$ cat src/rtl/vram_arbiter.sv
// Three-way arbiter in front of the single-port 32-bit VRAM: CPU register port plus two
// layer renderers, each using a strobe/ack handshake with read data returned in the ack cycle.
//
// state | meaning
// IDLE  | arbitrate among eligible requesters, launch address and write strobe
// ADDR  | RAM samples address; write strobe dropped at the end of this cycle
// DATA  | RAM returns data; granted port's rddata and ack registered at the edge
module vram_arbiter #(
  parameter int ADDR_W = 18
) (
  input  logic              clk,
  input  logic              rst,
  input  logic [ADDR_W-1:0] cpu_addr,
  input  logic [31:0]       cpu_wrdata,
  input  logic [3:0]        cpu_bytesel,
  input  logic              cpu_write,
  input  logic              cpu_strobe,
  output logic [31:0]       cpu_rddata,
  output logic              cpu_ack,
  input  logic [ADDR_W-1:0] l0_addr,
  input  logic              l0_strobe,
  output logic [31:0]       l0_rddata,
  output logic              l0_ack,
  input  logic [ADDR_W-1:0] l1_addr,
  input  logic              l1_strobe,
  output logic [31:0]       l1_rddata,
  output logic              l1_ack,
  output logic [ADDR_W-3:0] ram_addr,
  output logic [31:0]       ram_wrdata,
  output logic [3:0]        ram_wrbytesel,
  output logic              ram_write,
  input  logic [31:0]       ram_rddata
);

  localparam logic [1:0] S_IDLE = 2'd0;
  localparam logic [1:0] S_ADDR = 2'd1;
  localparam logic [1:0] S_DATA = 2'd2;

  localparam logic [1:0] G_CPU = 2'd0;
  localparam logic [1:0] G_L0  = 2'd1;
  localparam logic [1:0] G_L1  = 2'd2;

  logic [1:0]        state_q, state_d;
  logic [1:0]        grant_q, grant_d;
  logic              ptr_q, ptr_d;            // 0: layer 0 preferred, 1: layer 1 preferred
  logic              cpu_last_q, cpu_last_d;
  logic [ADDR_W-3:0] ram_addr_q, ram_addr_d;
  logic [31:0]       ram_wrdata_q, ram_wrdata_d;
  logic [3:0]        ram_wrbytesel_q, ram_wrbytesel_d;
  logic              ram_write_q, ram_write_d;
  logic [31:0]       cpu_rddata_q, cpu_rddata_d;
  logic [31:0]       l0_rddata_q, l0_rddata_d;
  logic [31:0]       l1_rddata_q, l1_rddata_d;
  logic              cpu_ack_q, cpu_ack_d;
  logic              l0_ack_q, l0_ack_d;
  logic              l1_ack_q, l1_ack_d;

  logic elig_cpu, elig_l0, elig_l1;
  logic sel_cpu, sel_l0, sel_l1;
  logic unused_addr_lsbs;

  assign unused_addr_lsbs = ^{cpu_addr[1:0], l0_addr[1:0], l1_addr[1:0]};

  // A port whose ack is high this cycle may still show a stale strobe; keep it out.
  assign elig_cpu = cpu_strobe & ~cpu_ack_q;
  assign elig_l0  = l0_strobe & ~l0_ack_q;
  assign elig_l1  = l1_strobe & ~l1_ack_q;

  assign sel_cpu = elig_cpu & ~(cpu_last_q & (elig_l0 | elig_l1));
  assign sel_l0  = ~sel_cpu & elig_l0 & ~(elig_l1 & ptr_q);
  assign sel_l1  = ~sel_cpu & elig_l1 & ~(elig_l0 & ~ptr_q);

  always_comb begin
    state_d         = state_q;
    grant_d         = grant_q;
    ptr_d           = ptr_q;
    cpu_last_d      = cpu_last_q;
    ram_addr_d      = ram_addr_q;
    ram_wrdata_d    = ram_wrdata_q;
    ram_wrbytesel_d = ram_wrbytesel_q;
    ram_write_d     = ram_write_q;
    cpu_rddata_d    = cpu_rddata_q;
    l0_rddata_d     = l0_rddata_q;
    l1_rddata_d     = l1_rddata_q;
    cpu_ack_d       = 1'b0;
    l0_ack_d        = 1'b0;
    l1_ack_d        = 1'b0;

    case (state_q)
      S_IDLE: begin
        if (sel_cpu) begin
          state_d     = S_ADDR;
          grant_d     = G_CPU;
          cpu_last_d  = 1'b1;
          ram_addr_d  = cpu_addr[ADDR_W-1:2];
          ram_write_d = cpu_write;
          if (cpu_write) begin
            ram_wrbytesel_d = cpu_bytesel;
            ram_wrdata_d    = cpu_wrdata;
          end else begin
            ram_wrbytesel_d = 4'b0000;
          end
        end else if (sel_l0) begin
          state_d         = S_ADDR;
          grant_d         = G_L0;
          cpu_last_d      = 1'b0;
          ptr_d           = 1'b1;
          ram_addr_d      = l0_addr[ADDR_W-1:2];
          ram_write_d     = 1'b0;
          ram_wrbytesel_d = 4'b0000;
        end else if (sel_l1) begin
          state_d         = S_ADDR;
          grant_d         = G_L1;
          cpu_last_d      = 1'b0;
          ptr_d           = 1'b0;
          ram_addr_d      = l1_addr[ADDR_W-1:2];
          ram_write_d     = 1'b0;
          ram_wrbytesel_d = 4'b0000;
        end
      end
      S_ADDR: begin
        state_d         = S_DATA;
        ram_write_d     = 1'b0;
        ram_wrbytesel_d = 4'b0000;
      end
      S_DATA: begin
        state_d = S_IDLE;
        case (grant_q)
          G_CPU: begin
            cpu_rddata_d = ram_rddata;
            cpu_ack_d    = 1'b1;
          end
          G_L0: begin
            l0_rddata_d = ram_rddata;
            l0_ack_d    = 1'b1;
          end
          G_L1: begin
            l1_rddata_d = ram_rddata;
            l1_ack_d    = 1'b1;
          end
          default: ;
        endcase
      end
      default: state_d = S_IDLE;
    endcase
  end

  always_ff @(posedge clk or posedge rst) begin
    if (rst) begin
      state_q         <= S_IDLE;
      grant_q         <= G_CPU;
      ptr_q           <= 1'b0;
      cpu_last_q      <= 1'b0;
      ram_addr_q      <= '0;
      ram_wrdata_q    <= '0;
      ram_wrbytesel_q <= '0;
      ram_write_q     <= 1'b0;
      cpu_rddata_q    <= '0;
      l0_rddata_q     <= '0;
      l1_rddata_q     <= '0;
      cpu_ack_q       <= 1'b0;
      l0_ack_q        <= 1'b0;
      l1_ack_q        <= 1'b0;
    end else begin
      state_q         <= state_d;
      grant_q         <= grant_d;
      ptr_q           <= ptr_d;
      cpu_last_q      <= cpu_last_d;
      ram_addr_q      <= ram_addr_d;
      ram_wrdata_q    <= ram_wrdata_d;
      ram_wrbytesel_q <= ram_wrbytesel_d;
      ram_write_q     <= ram_write_d;
      cpu_rddata_q    <= cpu_rddata_d;
      l0_rddata_q     <= l0_rddata_d;
      l1_rddata_q     <= l1_rddata_d;
      cpu_ack_q       <= cpu_ack_d;
      l0_ack_q        <= l0_ack_d;
      l1_ack_q        <= l1_ack_d;
    end
  end

  assign ram_addr      = ram_addr_q;
  assign ram_wrdata    = ram_wrdata_q;
  assign ram_wrbytesel = ram_wrbytesel_q;
  assign ram_write     = ram_write_q;
  assign cpu_rddata    = cpu_rddata_q;
  assign cpu_ack       = cpu_ack_q;
  assign l0_rddata     = l0_rddata_q;
  assign l0_ack        = l0_ack_q;
  assign l1_rddata     = l1_rddata_q;
  assign l1_ack        = l1_ack_q;

endmodule

$ cat config.mk
export PLATFORM = sky130hd
export DESIGN_NAME = vram_arbiter
export DESIGN_NICKNAME = d
export VERILOG_FILES = /design/src/rtl/vram_arbiter.sv
export SDC_FILE = /design/constraint.sdc
export NUM_CORES = 1
export LEC_CHECK = 0
export CAP_MARGIN = 20
export CORE_ASPECT_RATIO = 1.25
export CORE_MARGIN = 3
export CORE_UTILIZATION = 42
export CTS_BUF_LIST = sky130_fd_sc_hd__clkbuf_8 sky130_fd_sc_hd__clkbuf_16
export DETAILED_ROUTE_END_ITERATION = 10
export PLACE_DENSITY = 0.8
export SLEW_MARGIN = 20
export SYNTH_ARGS = -nofsm -noshare
export SYNTH_HDL_FRONTEND = slang
export SYNTH_SLANG_ARGS = --single-unit
export TNS_END_PERCENT = 5
$ cat constraint.sdc
create_clock -name clk -period 7.3 [get_ports clk]
set_input_delay 1.46 -clock clk [delete_from_list [all_inputs] [get_ports clk]]
set_output_delay 1.46 -clock clk [all_outputs]
set_load 0.02 [all_outputs]
# [After elaboration in Yosys (flattened, before gate mapping)]
# Cells that the tools add are included.
[totals] register_bits=158 elab_cells=78
[classes] n_mux=27 n_reduce_logical=12 bitwise=20 eq_ne=5
[op_table] op="$mux W16" count=3
[op_table] op="$mux W4" count=4
[op_table] op="$mux W2" count=6
[op_table] op="$and A1 B1 Y1" count=11
[op_table] op="$mux W1" count=11
[op_table] op="$reduce_and A2 Y1" count=5
[op_table] op="$not A1 Y1" count=8
[op_table] op="$pmux W4 S2" count=1
[op_table] op="$reduce_and A3 Y1" count=2
[op_table] op="$eq A2 B1 Y1 const B" count=2
[op_table] op="$eq A2 B2 Y1 const B" count=2
[op_table] op="$logic_not A2 Y1" count=2
[op_table] op="$ne A4 B4 Y1 const B" count=1
[op_table] op="$pmux W2 S2" count=1
[op_table] op="$reduce_bool A2 Y1" count=2
[op_table] op="$reduce_bool A3 Y1" count=1
[op_table] op="$pmux W1 S2" count=1
[op_table] op="$or A1 B1 Y1" count=1

# [Logic depth before layout (Yosys ltp)]
[depth] depth_word=13 depth_mapped=8 ltp_nobuf=5

# [Worst setup path after synthesis]
# OpenSTA, ideal clock, no wires.
[synth_path] kind="input to register" startpoint="input port l0_strobe" endpoint="register ram_wrdata_q[10], in the netlist ram_wrdata[10]" path_stages=7 path_buffers=2 setup_ns=0.127 slack_ns=4.529 arrival_time_ns=2.644 cell_sequence="nand2b_4 nand2_2 a21oi_4 and3_1 buf_6 buf_6 mux2_1"
[synth_via] elab_chain_cells=6
[synth_rtl] element="start: declaration" line="21" source="input logic l0_strobe,"
[synth_rtl] element="$and A1 B1 Y1" line="66" source="assign elig_l0 = l0_strobe & ~l0_ack_q;"
[synth_rtl] element="$or A1 B1 Y1" line="69" source="assign sel_cpu = elig_cpu & ~(cpu_last_q & (elig_l0 | elig_l1));"
[synth_rtl] element="$and A1 B1 Y1" line="69"
[synth_rtl] element="$not A1 Y1" line="69"
[synth_rtl] element="$and A1 B1 Y1" line="69"
[synth_rtl] element="$reduce_and A3 Y1 (no line)"
[synth_rtl] element="end signal: assignment" line="170" source="ram_wrdata_q <= ram_wrdata_d;"
[synth_rtl] element="end: declaration" line="48" source="logic [31:0] ram_wrdata_q, ram_wrdata_d;"
# Every way passes these cells.
# A chain may end at the register's enable or synchronous reset.

# [Final worst setup path]
[layout_path] startpoint="input port l0_strobe" endpoint="register ram_wrdata_q[28], in the netlist ram_wrdata[28]"
# Same word-level chain as after synthesis.

==> qor.csv <==
stage;metric;value;unit
global_route;grt_max_degree;90;
layout;fill_cells;1053;
synth;ys_types;34;
layout;final_nets;818;
synth;syn_area;0.00628;mm^2
routing;drt_iter0_drc;187;
global_route;grt.total_usage;20.7;%
floorplan;die_h;143;um
layout;fin_cells;881;
floorplan;die_w;115;um
worst_setup_path;crit_path_end_kind;flip-flop;
power_and_ir_drop;clockPowerShare;19.6;%
clock_network;clk_pin_slew;0.06;ns
clock_network;root_buffer;clkbuf_16;
clock_network;cts_buffers;17;
sta;worst-slew-pin-transition;1.03;ns
power_and_ir_drop;internal-power;0.00303;W
clock_network;postCtsSetupBuffers;0;
routing;via_per_inst;5.18;
clock_network;cts.repair.resized;0;
worst_setup_path;cpMaxStageDelayCell;clkdlybuf4s50_1;
global_route;grt_antenna_before_repair;0;
power_and_ir_drop;vdd_drop_max;0.326;mV
worst_setup_path;slowest_delay;0.44;ns
worst_setup_path;critical_path_class;input port to flip-flop;
worst_setup_path;cp.required;7.60;ns
synth;ys_seq_elements;158;
floorplan;ios;280;
placement;port_buffers;273;
clock_network;ctsHoldBuffers;0;
routing;detail_route.wl_per_cell;19.4;um
job;drv_cap;0;
power_and_ir_drop;combPwrFrac;47.6;%
clock_network;cts_tree;yes;
synth;synth_flop_cell;dfrtp_1;
power_and_ir_drop;powerDensity;482;mW/mm^2
layout;syn_to_final_growth;55.9;%
worst_setup_path;worst-path-max-fanout;36;
synth;synthCells;415;
power_and_ir_drop;switching_share;35.7;%
clock_network;clk_path_buf_depth;2;
layout;drive_gt1_share;21.6;%
clock_network;clkLatencyLatePin;0.42;ns
sta;relSlewSlack;31.1;%
routing;drtAntennaViolNets;0;
sta;setup_tns;0;ns
worst_setup_path;path_delay_family;buffers and inverters;
synth;async_flop_share;100;%
routing;drc;0;
sta;hold_viol_final;0;
global_route;grt_overflow;0;
sta;finalSetupViolCount;0;
routing;vias;4562;
layout;n_antenna_cell;0;
floorplan;die_area;0.0165;mm^2
placement;dp_cells;849;
routing;wl_met3;1.52;mm
sta;rsz0062_at_grt;no;
worst_setup_path;crit_buf_inv;2;
status;status;completed;
sta;fin_skew;0.00957;ns
placement;dp_hpwl;12.5;mm
floorplan;start_util;43.2;%
clock_network;htreeDepth;4;
synth;yosysSeqAreaShare;63.0;%
sta;finalCritPeriodShare;43.9;%
worst_setup_path;worstPathArrival;3.50;ns
floorplan;core-area;0.0145;mm^2
routing;met1_length;6.35;mm
routing;met2_length;8.83;mm
sta;fin_crit;3.20;ns
placement;gp_congestion;0.798;
power_and_ir_drop;p_leak;4.10;nW
floorplan;rows;49;
synth;syn_avg_cell_area;15.1;um^2
routing;totalWireLength;17.1;mm
sta;fmax;312;MHz
worst_setup_path;startpoint_type;input port;
routing;routed.top_layer;met4;
power_and_ir_drop;p_seq_share;32.8;%
power_and_ir_drop;switchingPower;0.00168;W
synth;synth_nets;543;
min_path;hp-class;flip-flop to flip-flop;
synth;synth_edf_count;0;
synth;ys_warn_count;0;
sta;slew_violations;0;
worst_setup_path;path_cells;clkdlybuf4s50_1 > nand2b_4 > nand2_2 > a21oi_4 > and3_1 > buf_4 > mux2_2;
clock_network;clock_sink_count;158;
global_route;grt_pass1_wl;26.2;mm
global_route;grt_pass1_vias;4920;
routing;drt_pass1_iterations;5;
-- cell families (layout without fill, tap and decap cells) --
logic type | Yosys count | in the layout | synth area share [%]
buffers and inverters | 27 | 315 | 2.75
flip-flops | 158 | 158 | 63.0
multiplexers | 128 | 128 | 23.0
AND/OR/NAND/NOR | 45 | 45 | 4.29
AO/OA/AOI/OAI | 57 | 57 | 7.00
-- per-layer routing --
metal  up-vias  GRT usage (%)
met1      2254           22.8
met3        28           8.18
met2       208           35.7
met5         -              0
li1       2072              -
met4         0           7.85
-- Yosys cell counts, types with 7 or more instances --
| cell | instances | share of area (%) |
|---|---|---|
| dfrtp_1 | 158 | 63 |
| mux2_2 | 101 | 18 |
| mux2_1 | 27 | 4.8 |
| nor2_1 | 18 | 1.1 |
| buf_2 | 15 | 1.2 |
| a21o_1 | 12 | 1.4 |
| o21ai_0 | 11 | 0.88 |
| nand3_1 | 10 | 0.80 |
| a31oi_1 | 9 | 0.90 |
| a21oi_1 | 7 | 0.56 |
| a222oi_1 | 7 | 1.1 |
| buf_6 | 7 | 1.3 |
-- cells in the final DEF (no fill, tap or decap) --
cell	synthesis	routed
a211oi_4	1	1
a21o_1	12	12
a21oi_1	7	7
a21oi_4	1	1
a222oi_1	7	7
a22o_1	3	3
a311oi_4	1	1
a31oi_1	9	9
a32o_1	1	1
and2_1	1	1
and2_4	1	1
and3_1	1	1
buf_4	0	8
bufinv_16	0	3
clkbuf_16	0	17
clkbuf_8	0	3
clkdlybuf4s50_1	0	273
clkinv_2	0	1
clkinv_4	0	4
clkinvlp_4	0	1
dfrtp_1	158	158
inv_1	2	2
inv_6	0	3
mux2_1	27	27
mux2_2	101	101
nand2_1	3	3
nand2_2	1	1
nand2b_1	1	1
nand2b_4	3	3
nand3_1	10	10
nand4b_1	1	1
nor2_1	18	18
nor2b_1	2	2
nor4b_4	1	1
nor4bb_4	0	2
o21ai_0	11	11
o21bai_1	1	1
o22a_1	1	1
o2bb2ai_1	1	1
o41ai_1	1	1
-- worst paths after layout --
kind / cells past startpoint / end / start / slack (ns)
min in group asynchronous: 2 / ram_wrdata[5] / rst / 1.57
setup / recovery: 7 / ram_wrdata[28] / l0_strobe / 4.10
max in group asynchronous: 3 / ram_wrdata[22] / rst / 4.31
setup reg to reg: 4 / ram_wrdata[28] / state_q[0] / 4.83
hold / removal: 1 / ram_write / ram_write / 0.48
hold reg to reg: 1 / ram_write / ram_write / 0.48
-- power groups by stage --
stage / Combinational (W) / Clock, W / Sequential [W]
6_report: 0.00225 / 0.000923 / 0.00155
5_1_grt: 0.00237 / 0.000977 / 0.00160
4_1_cts: 0.00228 / 0.000942 / 0.00155
3_5_place_dp: 0.00227 / 0 / 0.00156
3_3_place_gp: 0.00222 / 0 / 0.00153
2_1_floorplan: 0.000677 / 0 / 0.00203
-- area by class of cell --
| class | instances | area, um^2 | area share, % |
|---|---|---|---|
| Timing Repair Buffer | 281 | 2790 | 28.5 |
| Sequential cell | 158 | 3950 | 40.4 |
| Inverter | 2 | 12.5 | 0.128 |
| Clock inverter | 12 | 159 | 1.62 |
| Clock buffer | 20 | 467 | 4.77 |
| Tap cell | 178 | 223 | 2.28 |
| Multi-Input combinational cell | 230 | 2180 | 22.3 |
-- per-stage QoR --
step | setup WS (ns) | power, W | hold WS [ns] | instance area [um^2] | utilization [%]
2_1_floorplan | 1.58 | 0.00271 | 0.542 | 6280 | -
4_1_cts | 4.12 | 0.00477 | 0.481 | 9790 | 67.4
3_3_place_gp | 3.77 | 0.00375 | 0.467 | 9150 | 63.0
6_report | 4.10 | 0.00472 | 0.477 | 9790 | 67.4
3_5_place_dp | 3.68 | 0.00383 | 0.467 | 9160 | 63.1
5_1_grt | 4.02 | 0.00495 | 0.504 | 9790 | 67.4
-- state kept, by name (all words and copies together) (netlist names) --
name,count
ram_write,1
l0_rddata,32
ram_addr,16
ram_wrbytesel,4
state_q,2
l1_rddata,32
cpu_last_q,1
cpu_rddata,32
l1_ack,1
l0_ack,1
ptr_q,1
grant_q,2
cpu_ack,1
ram_wrdata,32
Power figures use the tool's default switching activity.
